--- src/rtl/hazard_stall_controller_pkg.sv ---
// Shared definitions for the pipeline hazard/stall controller.
package hazard_stall_controller_pkg;

    typedef enum logic [1:0] {
        S_RUN  = 2'd0,
        S_MISS = 2'd1,
        S_ERR  = 2'd2
    } state_e;

endpackage

--- src/rtl/hazard_stall_controller_sat_counter.sv ---
// Event counter that sticks at all-ones instead of wrapping.
module hazard_stall_controller_sat_counter #(
    parameter int W = 32
) (
    input  logic         clk,
    input  logic         rst,
    input  logic         inc,
    output logic [W-1:0] out
);

    logic [W-1:0] cnt_q;
    logic [W-1:0] cnt_d;

    always_comb begin
        cnt_d = cnt_q;
        if (inc && (cnt_q != '1)) begin
            cnt_d = cnt_q + W'(1);
        end
    end

    always_ff @(posedge clk or posedge rst) begin
        if (rst) begin
            cnt_q <= '0;
        end else begin
            cnt_q <= cnt_d;
        end
    end

    assign out = cnt_q;

endmodule

--- src/rtl/hazard_stall_controller.sv ---
// Stall/flush sequencing for the 5-stage core: load-use, control-flow flushes
// and the data-cache miss wait with timeout, plus performance counters.
module hazard_stall_controller
    import hazard_stall_controller_pkg::*;
#(
    parameter int MISS_TIMEOUT = 1024,
    parameter int CNT_W        = 32
) (
    input  logic             clk,
    input  logic             rst,
    input  logic [4:0]       id_rs1,
    input  logic [4:0]       id_rs2,
    input  logic             id_use_rs1,
    input  logic             id_use_rs2,
    input  logic [4:0]       ex_rd,
    input  logic             ex_wb_select,
    input  logic             ex_reg_write_en,
    input  logic             ex_br_taken,
    input  logic             id_jal,
    input  logic             mem_req,
    input  logic             dcache_miss,
    input  logic             dcache_ready,
    output logic             stall_if,
    output logic             stall_id,
    output logic             stall_ex,
    output logic             stall_mem,
    output logic             flush_id,
    output logic             flush_ex,
    output logic             flush_wb,
    output logic             miss_timeout,
    output logic [CNT_W-1:0] perf_miss_cycles,
    output logic [CNT_W-1:0] perf_loaduse,
    output logic [CNT_W-1:0] perf_flush
);

    localparam int TW = (MISS_TIMEOUT > 1) ? $clog2(MISS_TIMEOUT) : 1;

    state_e        state_q, state_d;
    logic [TW-1:0] tcnt_q, tcnt_d;
    logic          load_use;
    logic          miss_evt, loaduse_evt, flush_evt;

    assign load_use = ex_wb_select && ex_reg_write_en && (ex_rd != 5'd0) &&
                      ((id_use_rs1 && (id_rs1 == ex_rd)) ||
                       (id_use_rs2 && (id_rs2 == ex_rd)));

    always_comb begin
        state_d     = state_q;
        tcnt_d      = tcnt_q;
        stall_if    = 1'b0;
        stall_id    = 1'b0;
        stall_ex    = 1'b0;
        stall_mem   = 1'b0;
        flush_id    = 1'b0;
        flush_ex    = 1'b0;
        flush_wb    = 1'b0;
        miss_evt    = 1'b0;
        loaduse_evt = 1'b0;
        flush_evt   = 1'b0;
        case (state_q)
            S_RUN: begin
                if (mem_req && dcache_miss) begin
                    // The entry cycle already freezes the pipe, so it is counted as a miss cycle.
                    state_d   = S_MISS;
                    tcnt_d    = '0;
                    stall_if  = 1'b1;
                    stall_id  = 1'b1;
                    stall_ex  = 1'b1;
                    stall_mem = 1'b1;
                    flush_wb  = 1'b1;
                    miss_evt  = 1'b1;
                end else if (ex_br_taken) begin
                    flush_id  = 1'b1;
                    flush_ex  = 1'b1;
                    flush_evt = 1'b1;
                end else if (load_use) begin
                    stall_if    = 1'b1;
                    stall_id    = 1'b1;
                    flush_ex    = 1'b1;
                    loaduse_evt = 1'b1;
                end else if (id_jal) begin
                    flush_id  = 1'b1;
                    flush_evt = 1'b1;
                end
            end
            S_MISS: begin
                miss_evt = 1'b1;
                if (dcache_ready) begin
                    state_d = S_RUN;
                end else begin
                    stall_if  = 1'b1;
                    stall_id  = 1'b1;
                    stall_ex  = 1'b1;
                    stall_mem = 1'b1;
                    flush_wb  = 1'b1;
                    tcnt_d    = tcnt_q + TW'(1);
                    if ((MISS_TIMEOUT != 0) && (tcnt_q == TW'(MISS_TIMEOUT - 1))) begin
                        state_d = S_ERR;
                    end
                end
            end
            S_ERR: begin
                stall_if  = 1'b1;
                stall_id  = 1'b1;
                stall_ex  = 1'b1;
                stall_mem = 1'b1;
                flush_wb  = 1'b1;
            end
            default: state_d = S_RUN;
        endcase
    end

    always_ff @(posedge clk or posedge rst) begin
        if (rst) begin
            state_q <= S_RUN;
            tcnt_q  <= '0;
        end else begin
            state_q <= state_d;
            tcnt_q  <= tcnt_d;
        end
    end

    assign miss_timeout = (state_q == S_ERR);

    hazard_stall_controller_sat_counter #(.W(CNT_W)) u_cnt_miss (
        .clk (clk),
        .rst (rst),
        .inc (miss_evt),
        .out (perf_miss_cycles)
    );

    hazard_stall_controller_sat_counter #(.W(CNT_W)) u_cnt_loaduse (
        .clk (clk),
        .rst (rst),
        .inc (loaduse_evt),
        .out (perf_loaduse)
    );

    hazard_stall_controller_sat_counter #(.W(CNT_W)) u_cnt_flush (
        .clk (clk),
        .rst (rst),
        .inc (flush_evt),
        .out (perf_flush)
    );

endmodule

--- config.mk ---
export PLATFORM = sky130hd
export DESIGN_NAME = hazard_stall_controller
export DESIGN_NICKNAME = d
export VERILOG_FILES = /design/src/rtl/hazard_stall_controller_pkg.sv /design/src/rtl/hazard_stall_controller_sat_counter.sv /design/src/rtl/hazard_stall_controller.sv
export SDC_FILE = /design/constraint.sdc
export NUM_CORES = 1
export LEC_CHECK = 0
export BUFFER_PORTS_ARGS = -buffer_cell sky130_fd_sc_hd__buf_4
export CAP_MARGIN = 5
export CORE_ASPECT_RATIO = 0.75
export CORE_UTILIZATION = 30
export DETAILED_ROUTE_END_ITERATION = 10
export REMOVE_ABC_BUFFERS = 1
export SETUP_SLACK_MARGIN = 0.05
export SLEW_MARGIN = 10
export SYNTH_ARGS = -nofsm -noshare
export SYNTH_HDL_FRONTEND = slang
export SYNTH_HIERARCHICAL = 1
export SYNTH_SLANG_ARGS = --single-unit
--- constraint.sdc ---
create_clock -name clk -period 8.1 [get_ports clk]
set_clock_uncertainty 0.1 [all_clocks]
set_input_delay 0.81 -clock clk [delete_from_list [all_inputs] [get_ports clk]]
set_output_delay 0.81 -clock clk [all_outputs]
set_load 0.005 [all_outputs]
---- Word level (Yosys, flattened, before mapping) ----
Index checks and enable logic that the tools add are counted.
storage, ports and cells
  flip-flop bits (word level) ............. 108
  bits in latches ......................... 0
  memory bits (writable) .................. 0
  ROM bits ................................ 0
  input port bits ......................... 26
  output and inout port bits .............. 104
  word-level logic and storage cells ...... 61
  memories kept ........................... 0
cells by class
  add/subtract/negate cells ............... 4
  $mul .................................... 0
  div/mod/pow operators ................... 0
  order comparisons ....................... 0
  eq/ne operators ......................... 11
  shift-type cells ........................ 0
  multiplexer cells ....................... 25
  bitwise logic cells ..................... 1
  reductions and logical operators ........ 15
operators by type and width
  kind                   number
  $add 32x1->32 const B  3
  $ne 32x32->1 const B   3
  $mux 10                2
  $pmux 10 s2            1
  $mux 1                 15
  $add 10x1->10 const B  1
  $eq 10x10->1 const B   1
  $eq 5x5->1             2
  $logic_and 1x1->1      9
  $mux 2                 3
  $pmux 1 s3             2
  $pmux 2 s3             1
  $reduce_and 3->1       2
  $reduce_bool 5->1      1
  $ne 2x2->1 const B     2
  $ne 3x3->1 const B     1
  $eq 2x1->1 const B     1
  $eq 2x2->1 const B     1
  $logic_not 2->1        1
  $pmux 1 s2             1
  $reduce_bool 2->1      1
  $logic_or 1x1->1       1
  $not 1->1              1

---- Depth between registers and ports, before layout ----
  word-level depth ........................ 9
  mapped depth ............................ 10

---- Modules after synthesis ----
The synthesis kept the hierarchy.
modules (own cells, without submodules)
  module                                                 instances  cells an instance  area an instance (sq um)  sequential area each (sq um)
  hazard_stall_controller_sat_counter (u_cnt_flush ...)  2          139                1561.5                    800.8
  hazard_stall_controller_sat_counter (u_cnt_miss)       1          143                1562.7                    800.8
  hazard_stall_controller                                1          102                888.4                     300.3

---- Worst setup path before layout ----
No wires, ideal clock.
  kind .................................... input to register
  start point ............................. input ex_rd[1]
  end point ............................... register u_cnt_flush.cnt_q[31] (netlist: u_cnt_flush/out[31])
  setup time .............................. 123 ps
  data arrival time ....................... 3189 ps
  required time ........................... 7877 ps
  setup slack ............................. 4688 ps
  cell stages on the path ................. 9
  path buffers ............................ 1
  cells stage by stage .................... or4_1 > o211ai_1 > o31a_1 > clkbuf_2 > nand3_1 > or4_4 > a311oi_4 > nand4_1 > xnor2_1
on the way
  word-level cells in the longest chain between the ends .. 9
  elaborated cells between the ends (all ways) .. 13
  classes of those cells .................. eq/ne: 2; mux: 4; reduce/logical: 7
ends and longest elaborated chain
  what                                  line                                                          RTL
  from (decl)                           hazard_stall_controller.sv:15                                 input logic [4:0] ex_rd,
  $eq 5x5->1 (on tied branches)         hazard_stall_controller.sv:44, hazard_stall_controller.sv:45
  $logic_and 1x1->1 (on tied branches)  hazard_stall_controller.sv:44, hazard_stall_controller.sv:45
  $logic_or 1x1->1                      hazard_stall_controller.sv:44                                 ((id_use_rs1 && (id_rs1 == ex_rd)) ||
  $logic_and 1x1->1 *                   hazard_stall_controller.sv:43                                 assign load_use = ex_wb_select && ex_reg_write_en && (ex_rd != 5'd0) &&
  $mux 1 * (4 in series)                -
  named net flush_id                    hazard_stall_controller.sv:27                                 output logic flush_id,
  $logic_and 1x1->1 *                   hazard_stall_controller_sat_counter.sv:16                     if (inc && (cnt_q != '1)) begin
  to (signal assigned)                  hazard_stall_controller_sat_counter.sv:25                     cnt_q <= cnt_d;
  to (decl)                             hazard_stall_controller_sat_counter.sv:11                     logic [W-1:0] cnt_q;
Mark *: on every way through the listed nets, which the timed path passes. The rest lies on a longest branch.
A chain may end at the register's enable or synchronous reset.

---- Worst setup path in the final report ----
  start point ............................. input ex_rd[1]
  end point ............................... register u_cnt_flush.cnt_q[31] (netlist: u_cnt_flush/out[31])
on the way
  word-level cells in the longest chain between the ends .. 9
  elaborated cells between the ends (all ways) .. 13
  classes of those cells .................. eq/ne: 2; mux: 4; reduce/logical: 7
ends and longest elaborated chain
  what                                  line                                                          RTL
  $eq 5x5->1 (on tied branches)         hazard_stall_controller.sv:44, hazard_stall_controller.sv:45
  $logic_and 1x1->1 (on tied branches)  hazard_stall_controller.sv:44, hazard_stall_controller.sv:45
  $logic_or 1x1->1                      hazard_stall_controller.sv:44
  $logic_and 1x1->1 *                   hazard_stall_controller.sv:43
  $mux 1 *                              hazard_stall_controller.sv:76                                 end else if (load_use) begin
  $mux 1 *                              hazard_stall_controller.sv:72                                 end else if (ex_br_taken) begin
  $mux 1 *                              hazard_stall_controller.sv:62                                 if (mem_req && dcache_miss) begin
  $mux 1 *                              hazard_stall_controller.sv:60                                 case (state_q)
  $logic_and 1x1->1 *                   hazard_stall_controller_sat_counter.sv:16
Mark *: on every way between the ends. The rest lies on a longest branch, timed or not.

==> metrics.md <==
| Metric | Value |
|---|---|
| EDFF count, synth | 0 |
| Drt initial violations | 268 |
| Final Cell Area | 0.00708 sq mm |
| FP Rows | 42 |
| Final WS setup | 4.56 ns |
| Predominant post-synthesis flop cell | dfrtp_1 |
| DR vias | 4465 |
| Worst hold margin | 0.394 ns |
| VDD IR max | 0.000111 V |
| Final min period | 3.54 ns |
| First-pass GRT wire length | 22800 microns |
| Status | finished clean |
| Seq. cell area | 0.00270 sq mm |
| Layout area overhead | 27.1% |
| Tot GR Track Use | 0.149 |
| CTS buffer count | 9 |
| Routability cong. | 0.834 |
| CTS tree | done |
| Internal power | 0.893 mW |
| Critical Path RT | 8.24 ns |
| Yosys top cell by area | dfrtp_1 |
| LEAKAGE | 3.22 nW |
| Final WL | 13800 microns |
| Synth cell types | 57 |
| Most frequent cell after synthesis | dfrtp_1 |
| Max Clock Freq | 0.283 GHz |
| PwrDens | 177 mW/mm^2 |
| Comb pwr share | 0.150 |
| Post-CTS Repair Setup Buffers | 0 |
| Clock power share | 0.354 |
| WS Path Type | input pin to register |
| Synth async-reset ratio | 1.00 |
| Tot Pwr | 1.26 mW |
| Worst Tran Pin Value | 0.961 ns |
| RSZ-0062 raised after global routing | no |
| Hold Crit Class | register to register |
| Resized Gates After CTS | 0 |
| Clock Path Buffers | 2 |
| Share of layout cells above drive strength 1 | 0.273 |
| Fin Setup TNS | 0 ns |
| Total grt overflow | 0 |
| Die Y | 120 microns |
| Die Wd | 159 microns |
| Syn Std Cell Area | 0.00557 sq mm |
| Post-Synthesis Mean Instance Area | 10.7 sq um |
| DRC | 0 |
| Fin. max-slew vios | 0 |
| Max Cap Viol | 0 |
| Area after DPL | 0.00678 sq mm |
| Antenna cell count | 0 |
| Antenna-violating nets left | 0 |
| First-pass iteration count of the detailed router | 4 |
| Hold Buf Count CTS | 0 |
| Initial antenna violation count | 0 |
| Routed vias/inst | 4.97 |
| Nets | 681 |
| Seq/Total Area, Yosys | 0.485 |
| Synth top area share | 0.485 |
| Net Sw Power | 0.364 mW |
| Largest net degree at the start of global routing | 33 |
| Yosys reg bits | 108 |
| Hold Fails Final Rpt | 0 |
| Fill cells | 1738 |
| WL/cell | 15.3 microns |
| Critical Path Source Type | input pin |
| Period utilization | 0.437 |
| Final setup viols | 0 |
| Slew margin rel. | 0.358 |
| Sequential group share of total power | 0.496 |
| Commonest cells in the netlist | 108 x dfrtp_1, 82 x xnor2_1, 59 x nand3_1 |
| CORE AREA | 0.0179 sq mm |
| I/O pin count | 130 |
| Synth Instances | 523 |
| Reg clk slew, reported paths | 0.08 ns |
| Sinks on Clock Net | 108 |
| Root buffer cell | clkbuf_16 |
| Sw Share | 0.290 |
| DPL Wire Length | 10300 microns |
| Area of the multi-input gates | 0.00273 sq mm |
| Pre-CTS setup slack | 4.21 ns |
| Yosys warnings | 6 |
| Arr. time, crit path | 3.68 ns |
| Number of port buffers | 129 |
| CP Capture Type | register |
| Vias in the first global route | 4378 |
| Clk Latency, worst-skew pair | 0.35 ns |
| Area contributors post-synth | dfrtp_1 48%, xnor2_1 13%, nand3_1 5.3% |
| Die area | 0.0191 sq mm |
| Crit Path Max Fanout | 10 |
| Starting Density | 0.311 |
| H-tree depth | 3 |
[routing by layer]
| metal | up-vias | global-route usage | routed length (microns) |
|---|---|---|---|
| met5 | - | 0 | 0 |
| met4 | 0 | 0.0379 | 112 |
| met3 | 9 | 0.0339 | 572 |
| met2 | 114 | 0.233 | 6260 |
| met1 | 2207 | 0.207 | 6820 |
| li1 | 2135 | - | - |
[power groups by stage]
stage          Combinational [mW]  Clock (mW)  Sequential [mW]
6_report                    0.189       0.445            0.624
2_1_floorplan              0.0936           0            0.625
3_5_place_dp                0.191           0            0.633
4_1_cts                     0.191       0.462            0.624
3_3_place_gp                0.183           0            0.632
5_1_grt                     0.210       0.486            0.632
[area by class of cell]
type | instances | area share
clock buffers | 9 | 0.0318
clock inverters | 7 | 0.0106
inverters | 12 | 0.00636
multi-input cells | 387 | 0.386
flip-flops and latches | 108 | 0.382
well taps | 242 | 0.0427
repair buffers | 133 | 0.141
[registers in the layout, summed over array words and instances, names as in the netlist]
| signal | flops |
|---|---|
| u_cnt_miss/out | 32 |
| tcnt_q | 10 |
| state_q | 2 |
| u_cnt_loaduse/out | 32 |
| u_cnt_flush/out | 32 |
[per-stage QoR]
step	cells	util
after global routing	898	0.395
after detailed placement	882	0.379
after floorplan	507	-
after global placement	882	0.379
after CTS	898	0.395
final	898	0.395
[cell usage in the layout, fill, tap and decap left out, drive strengths merged, types with 2 or more instances in the layout]
| cell type | count |
|---|---|
| dfrtp | 108 |
| a31o | 2 |
| mux2i | 2 |
| buf | 133 |
| nand2 | 38 |
| nand3b | 2 |
| a2111oi | 3 |
| clkbuf | 9 |
| or2 | 2 |
| or3 | 6 |
| xor2 | 19 |
| nand4 | 35 |
| and3 | 24 |
| and2 | 4 |
| ha | 4 |
| nor4 | 9 |
| nand3 | 59 |
| nor2 | 28 |
| and4bb | 2 |
| or4 | 4 |
| nand2b | 5 |
| a41oi | 4 |
| inv | 16 |
| a21oi | 10 |
| clkinv | 2 |
| xnor2 | 82 |
| a311oi | 2 |
| o21ai | 6 |
| nor3 | 6 |
| and4 | 10 |
| a31oi | 5 |
| mux2 | 3 |
[worst max-delay path: stages]
cell,delay [ns]
buf_4,0.12
or4_1,0.52
o211ai_1,0.33
o31a_1,0.37
nand3_1,0.18
or4_4,0.46
a311oi_4,0.52
nand4_1,0.19
xnor2_1,0.19
[logic make-up after synthesis]
| group | Yosys count | share of synthesized area |
|---|---|---|
| compound gates | 41 | 0.0649 |
| xor+xnor | 101 | 0.159 |
| fa+ha+maj | 4 | 0.00898 |
| buf+inv | 28 | 0.0247 |
| flops | 108 | 0.485 |
| mux | 5 | 0.00965 |
| simple gates | 236 | 0.248 |
[final timing paths]
kind                                     from                  end  slack [ns]  cells past startpoint
min reg2reg                u_cnt_miss/out[15]   u_cnt_miss/out[15]        0.39                      1
max reg2reg                        state_q[0]  u_cnt_flush/out[31]        5.03                      8
max in group asynchronous                 rst   u_cnt_flush/out[6]        7.11                      3
min in group asynchronous                 rst            tcnt_q[0]        0.41                      2
max                                  ex_rd[1]  u_cnt_flush/out[31]        4.56                      9
min                        u_cnt_miss/out[15]   u_cnt_miss/out[15]        0.39                      1
Note: power is estimated with default switching activity, not from simulation.
